## src/rtl/mem_port_arbiter.sv

```systemverilog
// Round-robin arbiter sharing one byte-addressable memory port between
// instruction fetch and RV32 data accesses (load extension, SB/SH merge).
module mem_port_arbiter #(
  parameter int ADDR_WIDTH = 32,
  parameter int DATA_WIDTH = 32
) (
  input  logic                  clk,
  input  logic                  rst,
  input  logic                  i_req,
  input  logic [ADDR_WIDTH-1:0] i_addr,
  output logic                  i_ack,
  output logic [DATA_WIDTH-1:0] i_rdata,
  input  logic                  d_req,
  input  logic                  d_we,
  input  logic [2:0]            d_funct3,
  input  logic [ADDR_WIDTH-1:0] d_addr,
  input  logic [DATA_WIDTH-1:0] d_wdata,
  output logic                  d_ack,
  output logic [DATA_WIDTH-1:0] d_rdata,
  output logic                  mem_we,
  output logic [ADDR_WIDTH-1:0] mem_addr,
  output logic [DATA_WIDTH-1:0] mem_wd,
  input  logic [DATA_WIDTH-1:0] mem_rd,
  output logic                  busy
);

  typedef enum logic [1:0] {
    IDLE,
    MERGE,
    ACCESS,
    RESP
  } state_e;

  state_e                state_q, state_d;
  logic                  lg_d_q, lg_d_d;
  logic [ADDR_WIDTH-1:0] addr_q, addr_d;
  logic                  we_q, we_d;
  logic [2:0]            f3_q, f3_d;
  logic [DATA_WIDTH-1:0] wdata_q, wdata_d;
  logic [DATA_WIDTH-1:0] merge_q, merge_d;
  logic [DATA_WIDTH-1:0] i_rdata_q, i_rdata_d;
  logic [DATA_WIDTH-1:0] d_rdata_q, d_rdata_d;
  logic                  pick_d;
  logic                  sub_word;

  function automatic logic [DATA_WIDTH-1:0] ext(
    input logic [2:0]            f3,
    input logic [DATA_WIDTH-1:0] rd
  );
    logic [DATA_WIDTH-1:0] r;
    r = rd;
    unique case (f3)
      3'b000: r = {{(DATA_WIDTH-8){rd[7]}}, rd[7:0]};
      3'b001: r = {{(DATA_WIDTH-16){rd[15]}}, rd[15:0]};
      3'b100: r = {{(DATA_WIDTH-8){1'b0}}, rd[7:0]};
      3'b101: r = {{(DATA_WIDTH-16){1'b0}}, rd[15:0]};
      default: r = rd;
    endcase
    return r;
  endfunction

  // lg_d_q doubles as the current owner once a grant is made
  assign sub_word = we_q && (f3_q[2:1] == 2'b00);
  assign busy     = (state_q != IDLE);
  assign i_rdata  = i_rdata_q;
  assign d_rdata  = d_rdata_q;

  always_comb begin
    state_d   = state_q;
    lg_d_d    = lg_d_q;
    addr_d    = addr_q;
    we_d      = we_q;
    f3_d      = f3_q;
    wdata_d   = wdata_q;
    merge_d   = merge_q;
    i_rdata_d = i_rdata_q;
    d_rdata_d = d_rdata_q;
    pick_d    = 1'b0;
    i_ack     = 1'b0;
    d_ack     = 1'b0;
    mem_we    = 1'b0;
    mem_addr  = '0;
    mem_wd    = '0;
    unique case (state_q)
      IDLE: begin
        if (i_req || d_req) begin
          pick_d  = d_req && (!i_req || !lg_d_q);
          lg_d_d  = pick_d;
          addr_d  = pick_d ? d_addr : i_addr;
          we_d    = pick_d && d_we;
          f3_d    = pick_d ? d_funct3 : 3'b010;
          wdata_d = pick_d ? d_wdata : '0;
          if (pick_d && d_we && d_funct3[2:1] == 2'b00)
            state_d = MERGE;
          else
            state_d = ACCESS;
        end
      end
      MERGE: begin
        mem_addr      = addr_q;
        merge_d       = mem_rd;
        merge_d[7:0]  = wdata_q[7:0];
        if (f3_q[0])
          merge_d[15:8] = wdata_q[15:8];
        state_d = ACCESS;
      end
      ACCESS: begin
        mem_addr = addr_q;
        if (we_q) begin
          mem_we = 1'b1;
          mem_wd = sub_word ? merge_q : wdata_q;
        end else if (lg_d_q) begin
          d_rdata_d = ext(f3_q, mem_rd);
        end else begin
          i_rdata_d = ext(f3_q, mem_rd);
        end
        state_d = RESP;
      end
      RESP: begin
        i_ack   = !lg_d_q;
        d_ack   = lg_d_q;
        state_d = IDLE;
      end
      default: state_d = IDLE;
    endcase
  end

  always_ff @(posedge clk or posedge rst) begin
    if (rst) begin
      state_q   <= IDLE;
      lg_d_q    <= 1'b1;
      addr_q    <= '0;
      we_q      <= 1'b0;
      f3_q      <= '0;
      wdata_q   <= '0;
      merge_q   <= '0;
      i_rdata_q <= '0;
      d_rdata_q <= '0;
    end else begin
      state_q   <= state_d;
      lg_d_q    <= lg_d_d;
      addr_q    <= addr_d;
      we_q      <= we_d;
      f3_q      <= f3_d;
      wdata_q   <= wdata_d;
      merge_q   <= merge_d;
      i_rdata_q <= i_rdata_d;
      d_rdata_q <= d_rdata_d;
    end
  end

endmodule

```

## config.mk

```make
export PLATFORM = sky130hd
export DESIGN_NAME = mem_port_arbiter
export DESIGN_NICKNAME = d
export VERILOG_FILES = /design/src/rtl/mem_port_arbiter.sv
export SDC_FILE = /design/constraint.sdc
export NUM_CORES = 1
export LEC_CHECK = 0
export ABC_AREA = 1
export ABC_CLOCK_PERIOD_IN_PS = 12600
export BUFFER_PORTS_ARGS = -buffer_cell sky130_fd_sc_hd__buf_2
export CORE_MARGIN = 2
export CORE_UTILIZATION = 24
export DETAILED_ROUTE_END_ITERATION = 10
export PLACE_DENSITY_LB_ADDON = 0.1
export SLEW_MARGIN = 5
export SYNTH_ARGS = -nofsm -noshare
export SYNTH_HDL_FRONTEND = slang
export SYNTH_SLANG_ARGS = --single-unit
```

## constraint.sdc

```tcl
create_clock -name clk -period 12.6 [get_ports clk]
set_clock_uncertainty 0.15 [all_clocks]
set_input_delay 0 -clock clk [delete_from_list [all_inputs] [get_ports clk]]
set_output_delay 0 -clock clk [all_outputs]
set_load 0.01 [all_outputs]
```

=== Yosys cells after proc, flatten, opt, wreduce, memory -nomap -nowiden ===
Index checks and enable logic that the tools add are counted.
Widths: inputs -> output; s select.

* Output and inout port bits: 132
* Word-level logic and storage cells: 51
* Register bits after elaboration: 167
* Input bits: 136

* Reduce and logical (&&, ||, !) cells: 17
* Muxes and demuxes: 16
* Bitwise logic cells: 2
* Equality and inequality tests: 7

{| class="wikitable"
|+ Operators with widths
! operator !! count
|-
| $mux 32 || 6
|-
| $pmux 32 s4 || 1
|-
| $mux 8 || 1
|-
| $pmux 2 s4 || 1
|-
| $eq 3x3->1 const B || 2
|-
| $logic_not 2->1 || 3
|-
| $reduce_and 3->1 || 2
|-
| $eq 2x2->1 const B || 2
|-
| $logic_and 1x1->1 || 4
|-
| $mux 1 || 4
|-
| $mux 2 || 2
|-
| $eq 3x1->1 const B || 1
|-
| $logic_not 3->1 || 1
|-
| $mux 3 || 1
|-
| $eq 2x1->1 const B || 1
|-
| $logic_not 1->1 || 2
|-
| $logic_or 1x1->1 || 2
|-
| $ne 2x2->1 const B || 1
|-
| $not 1->1 || 2
|-
| $reduce_and 2->1 || 1
|-
| $reduce_bool 2->1 || 1
|-
| $reduce_or 2->1 || 1
|}

=== Logic depth before layout (Yosys ltp) ===
* Word-level depth: 8
* Depth in mapped cells: 9
* Mapped depth without buffers: 7

=== Worst setup path after synthesis ===
Ideal clock, no wire load.

* Path type: reg-to-output
* Start point: register state_q[0]
* End point: output port mem_wd[22]
* Data arrival time: 1.458 ns
* Required time: 12.450 ns
* Stages on the path, launching flop included: 8
* Buffers on the path: 1
* Path slack: 10.992 ns
* Cell sequence: dfrtp_1 > inv_1 > ha_1 > nand2_1 > inv_1 > clkbuf_1 > o21ai_0 > a21oi_1

* Cells in the longest elaborated chain, start to end: 2

{| class="wikitable"
|+ Ends and longest elaborated chain
! element !! RTL line !! text
|-
| start: declaration || 34 || <nowiki>state_e state_q, state_d;</nowiki>
|-
| start signal: assignment || 140 || <nowiki>state_q <= state_d;</nowiki>
|-
| $eq 2x2->1 || 84 || <nowiki>unique case (state_q)</nowiki>
|-
| $mux 32 || 84 ||
|-
| end: declaration || 22 || <nowiki>output logic [DATA_WIDTH-1:0] mem_wd,</nowiki>
|}

No other way between the ends.

=== Final worst setup path ===
* Start point: register lg_d_q
* End point: register state_q[0]

* Cells in the longest elaborated chain, start to end: 8

{| class="wikitable"
|+ Ends and longest elaborated chain
! element !! RTL line !! text
|-
| start: declaration || 35 || <nowiki>logic lg_d_q, lg_d_d;</nowiki>
|-
| start signal: assignment || 141 || <nowiki>lg_d_q <= lg_d_d;</nowiki>
|-
| $logic_not 1->1 || 87 || <nowiki>pick_d = d_req && (!i_req || !lg_d_q);</nowiki>
|-
| $logic_or 1x1->1 || 87 ||
|-
| $logic_and 1x1->1 || 87 ||
|-
| $logic_and 1x1->1 (2 in series) || 93 || <nowiki>if (pick_d && d_we && d_funct3[2:1] == 2'b00)</nowiki>
|-
| $mux 2 || 93 ||
|-
| $mux 2 || 86 || <nowiki>if (i_req || d_req) begin</nowiki>
|-
| $pmux 2 s4 || 84 ||
|}

No other way between the ends. The select of a mux whose other input is x is not followed.
A chain may end at the register's enable or synchronous reset.

==> out/qor.csv <==
metric,value,unit
GP Congestion,0.716,
VDD IR max,0.0000997,V
Gate Count Post-Synth,1038,
Sw Share,41.7,%
ys async rst share,100,%
Antenna Cells,0,
"Min Clock Period, post-route",3.01,ns
global-route wire length before repair,42700,um
WL/cell,14.5,um
DR pass1 iterations,4,
DP Wirelength,17900,um
CTS root buf,clkbuf_16,
logic gate share of total power,42.4,%
Main synth FF type,dfrtp_1,
DRC violations left,0,
critical path type,reg2reg,
core area,32400,um^2
Initial Utilization,24.2,%
"top cells by area, synth","dfrtp_1 (53%), nand2_1 (26%), o21ai_0 (4.9%)",
PostCTS Resize Cnt,0,
Seq cells post-synth,167,
Post-Synthesis Cell Area,7830,um^2
RSZ-0062 raised after global routing,no,
number of max-cap violations,0,
WL final,27000,um
largest area contributor in the netlist,dfrtp_1,
Port Buf Inserts,267,
Post-CTS Setup Repair Bufs,0,
Site Rows,66,
Net Switching,1.08,mW
largest net degree at the start of global routing,111,
Die Span X,185,um
Clk network pwr share,22.3,%
Via-to-Cell Ratio,4.14,
Fin. Hold Viols,0,
Synth Warn #,0,
all-layer global routing usage,16.1,%
"Avg Cell Area, Syn",7.55,um^2
Area Overhead vs Synth,46.6,%
Critical Path AT,3.17,ns
Die Y,185,um
Longest Clk Path Bufs,2,
crit-path max FO,36,
Ports,268,
worst hold path class,in2async,
Post-synth EDFFs,0,
worst skew pair latency,0.42,ns
relative slew slack,26.2,%
Layout Nets,1546,
total number of vias,7698,
H-tree levels,4,
share of cells above drive strength 1,22.4,%
die area,34100,um^2
# hold bufs at CTS,136,
worst path required time,12.76,ns
antenna-violating nets left,0,
CTS tree,yes,
leakage,6.52,nW
CP Capture Type,flip-flop,
Synth cell types,25,
Worst Max-Slew Pin Slew,1.11,ns
global route overflow,0,
Fin Setup TNS,0,ns
CTS buffer count,17,
vias in the first global route,7781,
Setup crit start kind,flip-flop,
status,completed,
sequential fraction of design power,35.3,%
P_int,1.51,mW
post-synth top area share,53.0,%
post-synth net total,1178,
initial antenna violation count,2,
Hold Slack,0.0906,ns
P per Cell Area,226,nW/um^2
fmax,332,MHz
Final Cycle Share,23.9,%
Max Slew Vio Count,0,
initial DRC count,331,
final setup fails,0,
"CTS clk-pin slew, worst paths",0.07,ns
sequential-to-total area share from yosys stat,53.4,%
clock tree sinks,167,
==> per-layer routing <==
layer	track usage (%)	share of wire [%]
met2	25.8	45
met4	4.35	1.3
met5	0	0.081
met3	4.56	6.6
met1	21.2	47
==> kinds of logic after synthesis <==
group,after synthesis,share of synthesized area (%)
simple gates,594,29.8
flops,167,53.4
buf+inv,147,7.99
compound gates,126,8.23
fa+ha+maj,4,0.639
==> through the flow <==
step | power, mW | instances | setup WS (ns) | utilization (%) | instance area, um^2
2_1_floorplan | 1.59 | 1038 | 7.93 | - | 7830
3_3_place_gp | 1.99 | 1693 | 10.16 | 29.3 | 9490
3_5_place_dp | 1.99 | 1693 | 10.20 | 29.3 | 9490
4_1_cts | 2.64 | 1860 | 9.56 | 35.5 | 11500
5_1_grt | 2.84 | 1860 | 9.41 | 35.5 | 11500
6_report | 2.59 | 1860 | 9.59 | 35.5 | 11500
==> critical path: stages (launching register included) <==
cell and delay [ns]:
dfstp_2 0.63, nand2_4 0.25, nand2_4 0.41, nor2_1 0.14, nand2_1 0.08, dlygate4sd3_1 0.57, nand3_1 0.08, dlygate4sd3_1 0.56
==> cell usage after synthesis (3+ instances only) <==
library cell / n
buf_2: 23
nor2_1: 12
nand3_1: 34
buf_4: 4
a21oi_1: 32
o22ai_1: 8
buf_6: 4
clkbuf_1: 26
nand2_1: 538
o21ai_1: 8
inv_1: 85
dfrtp_1: 166
buf_1: 3
o21ai_0: 77
ha_1: 4
==> path summary, 6_finish.rpt <==
check / startpoint / endpoint / slack, ns / cells past startpoint
min reg2reg: wdata_q[29]$_DFFE_PP0P_ / wdata_q[29]$_DFFE_PP0P_ / 0.33 / 2
min in group clk: d_wdata[4] / wdata_q[4]$_DFFE_PP0P_ / 0.16 / 4
max in group asynchronous: rst / wdata_q[0]$_DFFE_PP0P_ / 10.82 / 4
max reg2reg: lg_d_q$_DFFE_PP1P_ / state_q[0]$_DFFE_PP0P_ / 9.59 / 7
min: rst / i_rdata[6]$_DFFE_PP0P_ / 0.09 / 3
max: lg_d_q$_DFFE_PP1P_ / state_q[0]$_DFFE_PP0P_ / 9.59 / 7
==> sequential cells by signal, indices dropped and copies added (netlist names) <==
signal   cells
lg_d_q       1
state_q      2
addr_q      32
f3_q         3
we_q         1
merge_q     32
d_rdata     32
i_rdata     32
wdata_q     32
==> cells in the final DEF, fill, tap and decap left out, types with 3 or more instances in the layout <==
cell type / count
o21ai_0: 77
dlygate4sd3_1: 136
nand2_1: 538
clkbuf_16: 17
nand3_1: 34
nor2_1: 12
bufinv_16: 4
buf_2: 267
inv_6: 3
inv_8: 3
inv_1: 84
o22ai_1: 8
ha_1: 3
a21oi_1: 32
dfrtp_1: 166
buf_4: 6
o21ai_1: 8
==> power groups by stage <==
stage / Combinational, mW / Sequential (mW) / Clock [mW]
after detailed placement: 1.07 / 0.922 / 0
final: 1.10 / 0.915 / 0.578
after CTS: 1.12 / 0.917 / 0.602
after global placement: 1.07 / 0.924 / 0
after floorplan: 0.656 / 0.929 / 0
after global routing: 1.27 / 0.947 / 0.622
==> final cells by class <==
| cell class | instances | area [um^2] |
|---|---|---|
| clock inverters | 12 | 189 |
| fillers | 3561 | 20900 |
| multi-input cells | 724 | 3040 |
| repair buffers | 409 | 2740 |
| flip-flops and latches | 167 | 4180 |
| inverters | 87 | 334 |
| well taps | 442 | 553 |
| clock buffers | 19 | 443 |
No activity file was read; power rests on OpenSTA's default activity.
